$ cat config.mk
export PLATFORM = sky130hd
export DESIGN_NAME = posit_mult_pipe
export DESIGN_NICKNAME = d
export VERILOG_FILES = /design/src/rtl/posit_mult_pipe.sv
export SDC_FILE = /design/constraint.sdc
export NUM_CORES = 1
export LEC_CHECK = 0
export BUFFER_PORTS_ARGS = -buffer_cell sky130_fd_sc_hd__buf_4
export CAP_MARGIN = 20
export CORE_MARGIN = 2
export CORE_UTILIZATION = 60
export DETAILED_ROUTE_END_ITERATION = 6
export PLACE_DENSITY = 0.8
export SYNTH_ARGS = -nofsm -noshare
export SYNTH_HDL_FRONTEND = slang
export SYNTH_SLANG_ARGS = --single-unit
$ cat constraint.sdc
create_clock -name clk -period 14.5 [get_ports clk]
set_clock_uncertainty 0.15 [all_clocks]
set_input_delay 1.45 -clock clk [delete_from_list [all_inputs] [get_ports clk]]
set_output_delay 1.45 -clock clk [all_outputs]
set_load 0.02 [all_outputs]
$ cat src/rtl/posit_mult_pipe.sv
// Three-stage pipelined multiplier for unpacked posit operands with valid/ready handshake.
// Optional output normalisation is enabled by defining POSIT_MULT_NORM_EN.
module posit_mult_pipe #(
   parameter int FRAC_W  = 12,
   parameter int SCALE_W = 6
) (
   input  logic                      clk,
   input  logic                      rst_n,
   input  logic                      rts_i,
   output logic                      rtr_o,
   input  logic                      sow_i,
   input  logic                      eow_i,
   input  logic [FRAC_W-1:0]         fraction_i1,
   input  logic [FRAC_W-1:0]         fraction_i2,
   input  logic [SCALE_W-1:0]        scale_i1,
   input  logic [SCALE_W-1:0]        scale_i2,
   input  logic                      NaR_i1,
   input  logic                      NaR_i2,
   input  logic                      zero_i1,
   input  logic                      zero_i2,
   input  logic                      sign_i1,
   input  logic                      sign_i2,
   input  logic                      rtr_i,
   output logic                      rts_o,
   output logic                      sow_o,
   output logic                      eow_o,
   output logic [2*(FRAC_W+1)-1:0]   fraction_o,
   output logic [SCALE_W:0]          scale_o,
   output logic                      NaR_o,
   output logic                      zero_o,
   output logic                      sign_o
);

   localparam int MW = FRAC_W + 1;
   localparam int PW = 2 * MW;
   localparam int SW = SCALE_W + 1;

   logic              init_done;
   logic              adv1, adv2, adv3;

   logic              v1, sow1, eow1, nar1, zero1, sign1;
   logic [MW-1:0]     m1a, m1b;
   logic [SCALE_W-1:0] sc1a, sc1b;

   logic              v2, sow2, eow2, nar2, zero2, sign2;
   logic [PW-1:0]     p2;
   logic [SW-1:0]     s2;

   logic              v3, sow3, eow3, nar3, zero3, sign3;
   logic [PW-1:0]     frac3;
   logic [SW-1:0]     scale3;

   logic              dec_nar, dec_zero, dec_spec;
   logic [PW-1:0]     frac_n;
   logic [SW-1:0]     scale_n;

   // Input acceptance is held off until the first clock edge after reset release.
   always_ff @(posedge clk or negedge rst_n) begin
      if (!rst_n) init_done <= 1'b0;
      else        init_done <= 1'b1;
   end

   assign adv3  = !v3 || rtr_i;
   assign adv2  = !v2 || adv3;
   assign adv1  = init_done && (!v1 || adv2);
   assign rtr_o = adv1;

   assign dec_nar  = NaR_i1 || NaR_i2;
   assign dec_zero = !dec_nar && (zero_i1 || zero_i2);
   assign dec_spec = dec_nar || dec_zero;

   // S1: capture operands, resolve specials, squash ignored fields to zero
   always_ff @(posedge clk or negedge rst_n) begin
      if (!rst_n) begin
         v1    <= 1'b0;
         sow1  <= 1'b0;
         eow1  <= 1'b0;
         nar1  <= 1'b0;
         zero1 <= 1'b0;
         sign1 <= 1'b0;
         m1a   <= '0;
         m1b   <= '0;
         sc1a  <= '0;
         sc1b  <= '0;
      end else if (adv1) begin
         v1 <= rts_i;
         if (rts_i) begin
            sow1  <= sow_i;
            eow1  <= eow_i;
            nar1  <= dec_nar;
            zero1 <= dec_zero;
            sign1 <= !dec_spec && (sign_i1 ^ sign_i2);
            m1a   <= dec_spec ? '0 : {1'b1, fraction_i1};
            m1b   <= dec_spec ? '0 : {1'b1, fraction_i2};
            sc1a  <= dec_spec ? '0 : scale_i1;
            sc1b  <= dec_spec ? '0 : scale_i2;
         end
      end
   end

   // S2: full-width mantissa product and sign-extended scale sum
   always_ff @(posedge clk or negedge rst_n) begin
      if (!rst_n) begin
         v2    <= 1'b0;
         sow2  <= 1'b0;
         eow2  <= 1'b0;
         nar2  <= 1'b0;
         zero2 <= 1'b0;
         sign2 <= 1'b0;
         p2    <= '0;
         s2    <= '0;
      end else if (adv2) begin
         v2 <= v1;
         if (v1) begin
            sow2  <= sow1;
            eow2  <= eow1;
            nar2  <= nar1;
            zero2 <= zero1;
            sign2 <= sign1;
            p2    <= PW'(m1a) * PW'(m1b);
            s2    <= {sc1a[SCALE_W-1], sc1a} + {sc1b[SCALE_W-1], sc1b};
         end
      end
   end

   always_comb begin
      frac_n  = p2;
      scale_n = s2;
`ifdef POSIT_MULT_NORM_EN
      if (p2[PW-1]) begin
         frac_n  = p2;
         scale_n = s2 + SW'(1);
      end else begin
         frac_n  = p2 << 1;
         scale_n = s2;
      end
`endif
      if (nar2 || zero2) begin
         frac_n  = '0;
         scale_n = '0;
      end
   end

   // S3: result register; fields hold while stalled
   always_ff @(posedge clk or negedge rst_n) begin
      if (!rst_n) begin
         v3     <= 1'b0;
         sow3   <= 1'b0;
         eow3   <= 1'b0;
         nar3   <= 1'b0;
         zero3  <= 1'b0;
         sign3  <= 1'b0;
         frac3  <= '0;
         scale3 <= '0;
      end else if (adv3) begin
         v3 <= v2;
         if (v2) begin
            sow3   <= sow2;
            eow3   <= eow2;
            nar3   <= nar2;
            zero3  <= zero2;
            sign3  <= sign2;
            frac3  <= frac_n;
            scale3 <= scale_n;
         end
      end
   end

   assign rts_o      = v3;
   assign sow_o      = v3 && sow3;
   assign eow_o      = v3 && eow3;
   assign NaR_o      = nar3;
   assign zero_o     = zero3;
   assign sign_o     = sign3;
   assign fraction_o = frac3;
   assign scale_o    = scale3;

endmodule
After elaboration in Yosys (flattened, before gate mapping)
Cells that the tools add are included.
{ "totals": {"reg_bits": 123, "in_bits": 48} }
{ "op_classes": {"n_addsub": 1, "multipliers": 1, "mux": 6, "bitwise_logic": 1, "reduce_logical": 20} }
{ "ops": {"columns": ["operator", "count"], "rows": [
  ["$mul 13x13->26", 1],
  ["$mux 13", 2],
  ["$mux 26", 1],
  ["$mux 6", 2],
  ["$add 6x6->7", 1],
  ["$logic_or 1x1->1", 7],
  ["$mux 7", 1],
  ["$reduce_and 2->1", 3],
  ["$logic_and 1x1->1", 5],
  ["$logic_not 1->1", 5],
  ["$xor 1x1->1", 1]
]} }

Longest topological paths before layout
{ "logic_depth": {"ltp_word": 6, "ltp_mapped": 20, "depth_no_buf": 18} }

Worst setup path before layout
Ideal clock, no wire load.
{ "synth_path": {"kind": "reg-to-reg", "start": "register m1a[7]", "end": "register p2[20]", "setup_ns": 0.126, "arrival_ns": 5.256, "path_slack_ns": 8.968, "stages_incl_launch_ff": 19, "n_path_buf": 1, "path_cell_list": "dfrtp_1 clkbuf_1 and2_1 fa_1 inv_1 fa_1 inv_1 fa_1 inv_1 fa_1 fa_1 inv_1 ha_1 a21o_1 a221o_1 a211oi_4 nor2_2 a221o_1 a221o_1"} }
{ "synth_via": {"elab_chain_len": 1} }
{ "synth_lines": {"columns": ["element", "line_no", "rtl"], "rows": [
  ["start, declared", "42", "logic [MW-1:0] m1a, m1b;"],
  ["start signal, assigned", "93", "m1a <= dec_spec ? '0 : {1'b1, fraction_i1};"],
  ["$mul 13x13->26", "120", "p2 <= PW'(m1a) * PW'(m1b);"],
  ["end signal, assigned", "120", null],
  ["end, declared", "46", "logic [PW-1:0] p2;"]
]} }
Every way passes these cells.
A chain may end at the register's enable or synchronous reset.

Final worst setup path
{ "layout_path": {"start": "register m1a[7]", "end": "register p2[24]"} }
Same word-level chain as after synthesis.

==> flow_summary.yaml <==
flow_run:
  maxCapViolCount: 0
yosys:
  ys_seq_area_share_pct: 29.2
  fraction_of_registers_with_async_set_reset_pct: 100
  synth_commonest_cells: "nand2_1 (230), inv_1 (179), dfrtp_1 (122), fa_1 (122), and2_1 (88)"
  dominantRegCellSynth: "dfrtp_1"
  synth_most_common_cell: "nand2_1"
  synthDominantAreaCellType: "dfrtp_1"
  synth_enable_flop_cells: 0
  synthesis.area_per_instance_um2: 9.27
  netlist.area_leader.share_pct: 29.2
  synthesis.yosys.warnings: 0
  syn_inst: 1127
  synth-seq-cells: 122
  synth.area.top_cells: "dfrtp_1 (29%), fa_1 (23%), ha_1 (9.2%)"
  synth_cell_types: 49
  net_count_synth: 1374
  synthesis.area_mm2: 0.0105
clock_network:
  post_cts.resized_instances: 0
  cts_setup_buffers: 0
  cts_max_level: 4
  cts.sinks: 122
  longest_clk_path_bufs: 2
  clock_tree.root_cell: "clkbuf_16"
  clk_latency_ns: 0.43
  clk_transition_reported_paths_ns: 0.06
  cts_inserted_buffers: 17
  cts_hold_buffers: 0
  cts_tree: "yes"
sta:
  finalMaxSlewViolations: 0
  setup_viol: 0
  totalNegativeSetupSlack_ns: 0
  final_period_minus_worst_setup_slack_ns: 5.97
  achievable-frequency_mhz: 167
  final.period_utilization_pct: 41.2
  finalHoldViolations: 0
  timing.slew.headroom_pct: 40.5
  rsz0062_at_grt: "no"
  slew_at_the_pin_with_the_worst_max_slew_slack_ns: 0.893
  worst_hold_slack_ns: 0.316
detailed_routing:
  post_drt_via_cell_ratio: 5.56
  drt_pre_antenna_iters: 7
  drt-total-wl_um: 23100
  post-route-drc-count: 4
  dr_total_vias: 7902
  initialDrtViolationCount: 502
  post_route_ant_nets: 0
  wl_per_cell_um: 16.2
worst_setup_path:
  reg2reg_slack_ns: 8.53
  timing.reg2reg.worst_path_depth: 17
  cp.required_ns: 14.62
  worst-setup-path-type: "register to register"
  r2r_end: "p2[24]$_DFFE_PN0P_"
  reg2reg_from: "m1a[7]$_DFFE_PN0P_"
  worst_setup_path_end_kind: "register"
  start_kind: "register"
  critical_path_arrival_ns: 6.09
  crit_fanout: 14
floorplanning:
  initial_core_util_pct: 60.8
  pin_count: 88
  design.core.area_mm2: 0.0172
  die-width_um: 136
  die-area_mm2: 0.0185
  row_count: 48
  dieHeight_um: 136
global_route:
  grt_overflow: 0
  grt_pass1_vias: 8371
  grt_antenna_before_repair: 0
  grt_start_max_net_pins: 72
  grt_first_pass_wirelength_um: 39300
  gr-usage-all-layers_pct: 27.5
worst_hold_path:
  hold_path_cells: 2
  min-delay-path-class: "register to register"
  hold_start: "nar1$_DFFE_PN0P_"
  hold_path_end: "nar2$_DFFE_PN0P_"
outcome:
  violations: "design-rule violations"
  status: "finished with violations"
power_and_ir_drop:
  power.share.clock_pct: 44.9
  power.internal_uw: 655
  netSwitchingPower_uw: 278
  peakVddDrop_mv: 0.0916
  seq_power_share_pct: 41.6
  total_leakage_power_nw: 6.12
  power_density_mw_per_mm2: 78.9
  power.combinational.fraction_pct: 13.5
  fraction_of_power_spent_switching_nets_pct: 29.8
final_layout:
  finish.utilization_pct: 68.8
  num_antenna_cells: 0
  fin_nets: 1431
  layout-drive-gt1-share_pct: 11.5
  synthToLayoutAreaGrowth_pct: 13.1
place:
  dpl.hpwl_um: 17200
  place_congestion: 0.948
  io_buffers: 87
## power by group through the flow
stage	Combinational (mW)	Sequential, mW	Clock, mW
after detailed placement	0.125	0.394	0
after CTS	0.126	0.388	0.423
final	0.126	0.388	0.419
after global routing	0.140	0.392	0.438
after global placement	0.122	0.393	0
after floorplan	0.0715	0.391	0
## state kept, by name, indices dropped and copies added, names as in the netlist, 6 cells and up
register / cells
sc1a: 6
sc1b: 6
m1a: 13
fraction_o: 26
s2: 7
p2: 26
scale_o: 7
m1b: 12
## worst max-delay path, cell delays in order (launching register included)
cell      delay [ns]
dfrtp_1         0.55
and2_1          0.25
fa_1            0.53
inv_1           0.05
fa_1            0.47
inv_1           0.05
fa_1            0.51
inv_1           0.06
fa_1            0.48
fa_1            0.49
inv_1           0.05
ha_1            0.36
a21o_1          0.21
a221o_1         0.42
a211oi_4        0.44
o21ai_0         0.34
a22oi_1         0.28
o211ai_1        0.13
## per-layer routing
| metal | wire, um | part of all wire, % | vias up | track usage [%] |
|---|---|---|---|---|
| met5 | 0 | 0 | - | 0 |
| met4 | 901 | 3.9 | 0 | 12.3 |
| met3 | 1210 | 5.2 | 70 | 4.92 |
| met2 | 11700 | 51 | 266 | 47.0 |
| met1 | 9310 | 40 | 3880 | 34.3 |
| li1 | - | - | 3686 | - |
## logic make-up (layout without fill, tap and decap cells)
group,count (synthesis),in the layout,share of synthesized area [%]
buf+inv,234,304,8.40
compound gates,167,167,10.7
flops,122,122,29.2
mux,8,8,0.850
xor+xnor,20,20,1.68
simple gates,376,376,16.5
fa+ha+maj,199,199,32.6
other cells,1,1,0.0359
## layout make-up
cell class | instances | area (um^2)
sequential | 122 | 3050
clock inverter | 14 | 139
inverter | 179 | 672
fill | 1372 | 5350
tap | 225 | 282
clock buffer | 18 | 439
timing repair buffer | 93 | 711
multi-input combinational | 771 | 6530
## worst max-delay path by stage
stage,slack [ns],start,endpoint,cells past startpoint
floorplan,8.97,m1a[7]$_DFFE_PN0P_,p2[20]$_DFFE_PN0P_,18
global placement,8.79,m1a[8]$_DFFE_PN0P_,p2[20]$_DFFE_PN0P_,17
detailed placement,8.63,m1a[6]$_DFFE_PN0P_,p2[24]$_DFFE_PN0P_,17
CTS,8.55,m1a[6]$_DFFE_PN0P_,p2[24]$_DFFE_PN0P_,17
global route,8.33,m1a[7]$_DFFE_PN0P_,p2[24]$_DFFE_PN0P_,17
finish,8.53,m1a[7]$_DFFE_PN0P_,p2[24]$_DFFE_PN0P_,17
## cell usage in the layout (no fill, tap or decap), types with 3 or more instances in the layout
cell type,instances
a221o_1,3
dfrtp_1,122
and4_1,3
ha_1,77
inv_6,5
o21a_1,3
a21o_1,10
clkinv_4,3
o21ai_0,61
clkbuf_16,17
xor2_1,11
xnor2_1,9
a31oi_1,3
a22o_1,37
mux2_2,7
fa_1,122
buf_4,92
and3_1,5
o31ai_1,5
a21oi_1,22
inv_1,179
nor2_1,17
and2_1,88
nand2_1,228
o211ai_1,4
nand4_1,6
nand3_1,8
nor3_1,6
clkinvlp_4,3
o21bai_1,3
## per-stage QoR
step                      instances  worst slack, ns  instance area [um^2]  total power [mW]
after detailed placement       1389             8.63                 11200             0.519
after global placement         1389             8.79                 11200             0.515
final                          1422             8.53                 11800             0.933
after global routing           1422             8.33                 11800             0.970
after CTS                      1421             8.55                 11800             0.937
after floorplan                1127             8.97                 10500             0.462
Power figures use the tool's default switching activity.
